$ cat src/rtl/crc_pkg.sv
// Shared CRC-32 definitions for the S1 data path: FSM states, constants, byte update.
package crc_pkg;

  typedef enum logic [1:0] {IDLE, DATA, FCS, CLR} state_t;

  localparam logic [31:0] CRC32_INIT    = 32'hFFFF_FFFF;
  localparam logic [31:0] CRC32_RESIDUE = 32'hDEBB_20E3;
  localparam logic [31:0] CRC32_POLY    = 32'hEDB8_8320;

  // Reflected CRC-32 update of the raw register by one byte, LSB first.
  function automatic logic [31:0] crc32_byte(input logic [31:0] crc, input logic [7:0] d);
    logic [31:0] r;
    r = crc ^ {24'h0, d};
    for (int i = 0; i < 8; i++) begin
      r = r[0] ? ((r >> 1) ^ CRC32_POLY) : (r >> 1);
    end
    return r;
  endfunction

endpackage

$ cat src/rtl/crc32.sv
// Byte-wide CRC-32 engine: updates on valid while is_S1DATA, reinitialises whenever is_S1DATA is low.
// crc32_out is the complemented register, i.e. the FCS of the bytes absorbed so far.
module crc32
  import crc_pkg::*;
(
  input  logic        clk,
  input  logic        rst,
  input  logic [7:0]  crc32_in,
  input  logic        valid,
  input  logic        is_S1DATA,
  output logic [31:0] crc32_out
);

  logic [31:0] r_crc;

  always_ff @(posedge clk or posedge rst) begin
    if (rst) begin
      r_crc <= CRC32_INIT;
    end else if (!is_S1DATA) begin
      r_crc <= CRC32_INIT;
    end else if (valid) begin
      r_crc <= crc32_byte(r_crc, crc32_in);
    end
  end

  assign crc32_out = ~r_crc;

endmodule

$ cat src/rtl/crc32_frame_ctrl.sv
// Frame sequencer: forwards payload through one output register, appends the 4-byte FCS,
// clears the CRC engine between frames and counts completed frames.
module crc32_frame_ctrl
  import crc_pkg::*;
#(
  parameter int CNT_W = 16
) (
  input  logic             clk,
  input  logic             rst,
  input  logic [7:0]       s_data,
  input  logic             s_valid,
  input  logic             s_last,
  output logic             s_ready,
  output logic [7:0]       m_data,
  output logic             m_valid,
  output logic             m_last,
  input  logic             m_ready,
  output logic             busy,
  output logic [CNT_W-1:0] frame_cnt
);

  state_t           r_state;
  state_t           w_state_nxt;
  logic [1:0]       r_idx;
  logic [1:0]       w_idx_nxt;
  logic [CNT_W-1:0] r_frame_cnt;
  logic [7:0]       r_m_data;
  logic             r_m_valid;
  logic             r_m_last;
  logic             w_free;
  logic             w_s_ready;
  logic             w_acc;
  logic             w_load;
  logic [7:0]       w_load_dat;
  logic             w_load_last;
  logic             w_cnt_inc;
  logic             w_is_s1data;
  logic [31:0]      w_crc;

  assign w_free      = !r_m_valid || m_ready;
  assign w_s_ready   = ((r_state == IDLE) || (r_state == DATA)) && w_free;
  assign w_acc       = s_valid && w_s_ready;
  // Open the engine on the accepting IDLE cycle so the first byte is absorbed from init.
  assign w_is_s1data = (r_state == DATA) || (r_state == FCS) || ((r_state == IDLE) && w_acc);

  crc32 u_crc32 (
    .clk       (clk),
    .rst       (rst),
    .crc32_in  (s_data),
    .valid     (w_acc),
    .is_S1DATA (w_is_s1data),
    .crc32_out (w_crc)
  );

  always_comb begin
    w_state_nxt = r_state;
    w_idx_nxt   = r_idx;
    w_load      = 1'b0;
    w_load_dat  = s_data;
    w_load_last = 1'b0;
    w_cnt_inc   = 1'b0;
    case (r_state)
      IDLE, DATA: begin
        if (w_acc) begin
          w_load      = 1'b1;
          w_state_nxt = s_last ? FCS : DATA;
        end
      end
      FCS: begin
        if (w_free) begin
          w_load      = 1'b1;
          w_load_dat  = w_crc[{r_idx, 3'b000} +: 8];
          w_load_last = (r_idx == 2'd3);
          w_idx_nxt   = r_idx + 2'd1;
          if (r_idx == 2'd3) begin
            w_state_nxt = CLR;
            w_cnt_inc   = 1'b1;
          end
        end
      end
      CLR: w_state_nxt = IDLE;
      default: w_state_nxt = IDLE;
    endcase
  end

  always_ff @(posedge clk or posedge rst) begin
    if (rst) begin
      r_state     <= IDLE;
      r_idx       <= 2'd0;
      r_frame_cnt <= '0;
    end else begin
      r_state <= w_state_nxt;
      r_idx   <= w_idx_nxt;
      if (w_cnt_inc) begin
        r_frame_cnt <= r_frame_cnt + {{(CNT_W-1){1'b0}}, 1'b1};
      end
    end
  end

  always_ff @(posedge clk or posedge rst) begin
    if (rst) begin
      r_m_data  <= 8'h00;
      r_m_valid <= 1'b0;
      r_m_last  <= 1'b0;
    end else if (w_load) begin
      r_m_data  <= w_load_dat;
      r_m_valid <= 1'b1;
      r_m_last  <= w_load_last;
    end else if (m_ready) begin
      r_m_valid <= 1'b0;
    end
  end

  assign s_ready   = w_s_ready;
  assign m_data    = r_m_data;
  assign m_valid   = r_m_valid;
  assign m_last    = r_m_last;
  assign busy      = (r_state != IDLE);
  assign frame_cnt = r_frame_cnt;

endmodule
$ cat config.mk
export PLATFORM = sky130hd
export DESIGN_NAME = crc32_frame_ctrl
export DESIGN_NICKNAME = d
export VERILOG_FILES = /design/src/rtl/crc_pkg.sv /design/src/rtl/crc32.sv /design/src/rtl/crc32_frame_ctrl.sv
export SDC_FILE = /design/constraint.sdc
export NUM_CORES = 1
export LEC_CHECK = 0
export CAP_MARGIN = 5
export CORE_UTILIZATION = 60
export CTS_CLUSTER_DIAMETER = 200
export CTS_CLUSTER_SIZE = 28
export DETAILED_ROUTE_END_ITERATION = 10
export DONT_BUFFER_PORTS = 1
export PLACE_DENSITY = 0.76
export SYNTH_ARGS = -nofsm -noshare
export SYNTH_HDL_FRONTEND = slang
export SYNTH_SLANG_ARGS = --single-unit
$ cat constraint.sdc
create_clock -name clk -period 2.55 [get_ports clk]
set_clock_uncertainty 0.2 [all_clocks]
set_input_delay 0.765 -clock clk [delete_from_list [all_inputs] [get_ports clk]]
set_output_delay 0.765 -clock clk [all_outputs]
set_load 0.005 [all_outputs]
; ---- Yosys cells after proc, flatten, opt, wreduce, memory -nomap -nowiden
; Index checks and enable logic that the tools add are counted.
[classes]
addsub = 2
eq_ne = 8
shift = 1
muxes = 27
bitwise_logic = 10
n_reduce_logical = 14
[ops]
columns = operator, count
row1 = $mux 32, 10
row2 = $not 13->14, 8
row3 = $not 32->32, 1
row4 = $shiftx 32x6->8, 1
row5 = $xor 32x8->32, 1
row6 = $add 16x1->16 const B, 1
row7 = $mux 8, 2
row8 = $mux 1, 9
row9 = $mux 2, 4
row10 = $eq 2x2->1 const B, 3
row11 = $ne 2x2->1 const B, 3
row12 = $pmux 2 s3, 1
row13 = $logic_or 1x1->1, 4
row14 = $reduce_bool 2->1, 2
row15 = $logic_and 1x1->1, 3
row16 = $reduce_and 3->1, 1
row17 = $add 2x1->2 const B, 1
row18 = $eq 2x1->1 const B, 1
row19 = $logic_not 2->1, 1
row20 = $ne 2x1->1 const B, 1
row21 = $pmux 1 s2, 1
row22 = $reduce_and 2->1, 1
row23 = $reduce_or 2->1, 1
row24 = $logic_not 1->1, 1
[totals]
register_bits = 62
out_inout_bits = 28
word_cells = 69

; ---- Longest topological paths before layout
[depth]
word_depth = 19
mapped_depth = 8
mapped_depth_nobuf = 7

; ---- Modules after synthesis
; Synthesis repeated with hierarchy kept, for this count alone.
[hier_totals]
cells_unflattened = 347
area_unflattened_um2 = 3836.2
[modules_own_cells]
columns = mod, n_inst, cells_each, area_per_inst_um2
row1 = crc32, 1, 210, 2167.1
row2 = crc32_frame_ctrl, 1, 137, 1669.1

; ---- Least setup slack after synthesis
; Ideal clock, no wire load.
[synth_path]
path_kind = input port to flip-flop
start = input s_data[3]
end = register u_crc32.r_crc[22]
setup_ns = 0.073
t_arrival_ns = 2.264
t_required_ns = 2.277
path_slack_ns = 0.013
cell_stages = 5
path_cell_list = xnor2_1 xnor2_2 xor2_2 xnor3_1 a21oi_1
[synth_between]
elab_chain_cells = 13
[synth_lines]
columns = element, line
row1 = "start, declared", crc32_frame_ctrl.sv:10  ; input logic [7:0] s_data,
row2 = $xor 32x8->32 *, crc_pkg.sv:13  ; r = crc ^ {24'h0, d};
row3 = $mux 32 * (5 in series), crc_pkg.sv:15  ; r = r[0] ? ((r >> 1) ^ CRC32_POLY) : (r >> 1);
row4 = $not 13->14 (no line), -
row5 = $mux 32 *, crc_pkg.sv:15
row6 = $not 13->14 (no line), -
row7 = $mux 32 * (2 in series), crc_pkg.sv:15
row8 = $mux 32 *, crc32.sv:21  ; end else if (valid) begin
row9 = $mux 32 *, crc32.sv:19  ; end else if (!is_S1DATA) begin
row10 = "end signal, assigned", crc32.sv:22  ; r_crc <= crc32_byte(r_crc, crc32_in);
row11 = "end, declared", crc32.sv:14  ; logic [31:0] r_crc;
; Mark *: on every way between the ends. The rest lies on a longest branch, timed or not. The select of a mux whose other input is x is not followed.
; A chain may end at the register's enable or synchronous reset.

; ---- Worst setup path in the final report
[layout_path]
start = register r_state[0]
end = output s_ready
[layout_between]
elab_chain_cells = 3
word_cells_on_any_way = 4
[layout_lines]
columns = element, line
row1 = "start, declared", crc32_frame_ctrl.sv:22  ; state_t r_state;
row2 = "start signal, assigned", crc32_frame_ctrl.sv:92  ; r_state <= w_state_nxt;
row3 = $eq 2x1->1 / $logic_not 2->1 (equally long branches), crc32_frame_ctrl.sv:41  ; assign w_s_ready = ((r_state == IDLE) || (r_state == DATA)) && w_free;
row4 = $logic_or 1x1->1 *, crc32_frame_ctrl.sv:41
row5 = $logic_and 1x1->1 *, crc32_frame_ctrl.sv:41
row6 = "end, declared", crc32_frame_ctrl.sv:13  ; output logic s_ready,
; Mark *: on every way between the ends. The rest lies on a longest branch, timed or not.

==> impl_metrics.tcl <==
set metrics [dict create \
    place_area_mm2 0.003792 \
    hpwl_um 5568 \
    switching_share_pct 40.25 \
    p_sw_mw 2.126 \
    cp.depth 4 \
    ys.flop_type "dfstp_2" \
    drive_above_1_share_pct 26.46 \
    synthToLayoutAreaGrowth_pct 12.62 \
    portBuffers 0 \
    setup_viol 0 \
    critPathKind "flip-flop to primary output" \
    crit_chain "inv_1 -> ha_2 -> nor2_1 -> nor2_1" \
    clkTransAtPathRegs_ps 80 \
    synth_area_per_cell_um2 10.75 \
    pwr-share-comb_pct 50.9 \
    rsz0062_at_grt "false" \
    slew_headroom_pct 64.08 \
    hold_violations 0 \
    leakage_nw 1.652 \
    die-area_mm2 0.006279 \
    cp_slowest_cell "dfrtp_1" \
    grt_use_total_pct 27.84 \
    synth_common_cells "48 x xnor2_1, 35 x nand2_1, 35 x nor2_1" \
    hold_path_class "primary input to async pin" \
    root_buffer "clkbuf_8" \
    tightest_slew_ps 533.2 \
    diodes 0 \
    cp_num_buf_inv 1 \
    place_congestion 0.8392 \
    io_pins 41 \
    synth_top_area_share_pct 23.49 \
    worst-path-max-fanout 7 \
    pre_cts_ws_ps 118.2 \
    slowest_delay_ps 430 \
    start_util_pct 63.45 \
    status "finished clean" \
    r2r_end "u_crc32.r_crc[31]$_DFFE_PP1P_" \
    cp_top_family "flip-flops" \
    ys_seq_area_share_pct 44.46 \
    totalWireLength_um 7907 \
    drc 0 \
    p_int_mw 3.156 \
    synth.most_common_cell "xnor2_1" \
    rows 27 \
    synth_top_cell_by_area "dfstp_2" \
    crit_start "r_state[0]$_DFFE_PP0P_" \
    r2r_start "r_state[1]$_DFFE_PP0P_" \
    regArea_mm2 0.001592 \
    period_needed_ps 2406 \
    clock_latency_ps 350 \
    drv_cap 0 \
    startpoint_type "flip-flop" \
    clkSinkCount 62 \
    cts.path.max_buffers 2 \
    p_seq_share_pct 29.9 \
    postRouteAntennaNets 0 \
    core_mm2 0.005642 \
    ir_worst_vdd_v 0.0006845 \
    async_flop_share_pct 100.0 \
    grt_pass1_vias 2566 \
    ys_seq_elements 62 \
    clkPwrFrac_pct 19.2 \
    synth_fp_nets 352 \
    fmax_ghz 0.4156 \
    cts_buffers 9 \
    htreeDepth 3 \
    grt_antenna_before_repair 0 \
    worstPathArrival_ps 1440 \
    fin_crit_sh_pct 94.36 \
    setup_ws_ps 143.7 \
    hold_slack_ps 83.80 \
    reg2regPathDepth 8 \
    syn_inst 333 \
    via_per_inst 5.668 \
    critPathCaptureType "primary output" \
    synth_top_cells_by_area "dfstp_2 23%, dfrtp_1 21%, xnor2_1 12%, xor2_1 5.1%, mux4_2 4.4%" \
    crit_path_end "s_ready" \
    multi_input_area_mm2 0.001917 \
    wl_per_cell_um 18.35 \
    cts_tree "built" \
    grt_max_degree 45 \
    ys.warnings.count 0 \
    fin_area_mm2 0.004031 \
    die_w_um 79.24 \
    yosysUniqueCellTypes 40 \
    vias 2443 \
    fin_tns_setup_ps 0 \
    gr-total-overflow 0 \
    fill_cells 394 \
    final-max-slew-violation-count 0 \
    die_y_um 79.24 \
    synthesis.area_mm2 0.003580 \
    power_density_mw_per_mm2 1310 \
    cpMostUsedCell "nor2_1" \
    nNetsFinal 373 \
    drtPass1Iterations 4 \
    grt_pass1_wl_um 12730 \
    drt_iter0_drc 123 \
    ff2ff_setup_slack_ps 290 \
    synth_edf_count 0 \
    required_ps 1590 \
]
[registers in the layout, summed over array words and instances (netlist names)]
signal and count:
m_valid 1, m_data 8, frame_cnt 16, m_last 1, r_state 2, u_crc32.r_crc 32, r_idx 2
[kinds of logic after synthesis]
family          count (synthesis)  share of synthesized area [%]
xor+xnor                       83                          24.96
simple gates                   91                          10.77
flops                          62                          44.46
fa+ha+maj                       6                          2.097
mux                             9                          5.453
compound gates                 64                          10.10
buf+inv                        18                          2.167
[worst min-delay path by stage]
stage          cells past startpoint                       from                         to  slack [ps]
3_5_place_dp                       1  frame_cnt[15]$_DFFE_PP0P_  frame_cnt[15]$_DFFE_PP0P_         300
3_3_place_gp                       1  frame_cnt[15]$_DFFE_PP0P_  frame_cnt[15]$_DFFE_PP0P_         280
6_report                           1                        rst   frame_cnt[6]$_DFFE_PP0P_          80
5_1_grt                            1                        rst  frame_cnt[11]$_DFFE_PP0P_         100
4_1_cts                            1                        rst  frame_cnt[11]$_DFFE_PP0P_          90
2_1_floorplan                      1  frame_cnt[15]$_DFFE_PP0P_  frame_cnt[15]$_DFFE_PP0P_         270
[per-layer routing]
metal / part of all wire [%] / up-vias / global-route usage (%)
li1: - / 1159 / -
met3: 5.4 / 13 / 6.322
met4: 1.7 / 0 / 13.27
met5: 0 / - / 0
met1: 43 / 1198 / 34.27
met2: 50 / 73 / 46.21
[through the flow]
stage / power, mW / utilization [%] / std cells
CTS: 5.267 / 71.35 / 431
detailed placement: 4.232 / 67.22 / 415
finish: 5.282 / 71.46 / 431
floorplan: 3.539 / - / 333
global route: 5.599 / 71.46 / 431
global placement: 4.147 / 67.22 / 415
[layout by cell type (no fill, tap or decap), drive strengths merged, types with 8 or more instances in the layout]
master  count
a21oi      28
buf        22
o21ai      24
dfstp      32
mux4        8
dfrtp      30
nand2      35
nor2       35
clkbuf     11
xnor2      56
xor2       23
[area by class of cell]
type	instances	share of cell area [%]
clock buffer	11	3.755
clock inverter	5	2.017
inverter	6	0.5587
multi-input combinational	253	47.55
tap	72	2.235
timing repair buffer	22	4.407
sequential	62	39.48
[power groups by stage]
| stage | logic [mW] | registers [mW] | clock network [mW] |
|---|---|---|---|
| 6_report | 2.69 | 1.58 | 1.01 |
| 5_1_grt | 2.92 | 1.61 | 1.06 |
| 4_1_cts | 2.67 | 1.58 | 1.02 |
| 3_5_place_dp | 2.64 | 1.59 | 0 |
| 3_3_place_gp | 2.56 | 1.58 | 0 |
| 2_1_floorplan | 2.04 | 1.50 | 0 |
[repair_timing]
action	4_1_cts	5_1_grt
endpoints found under the setup margin	0	24
buffers inserted	0	0
hold buffers	0	0
resized for setup	0	3
Power figures use the tool's default switching activity.
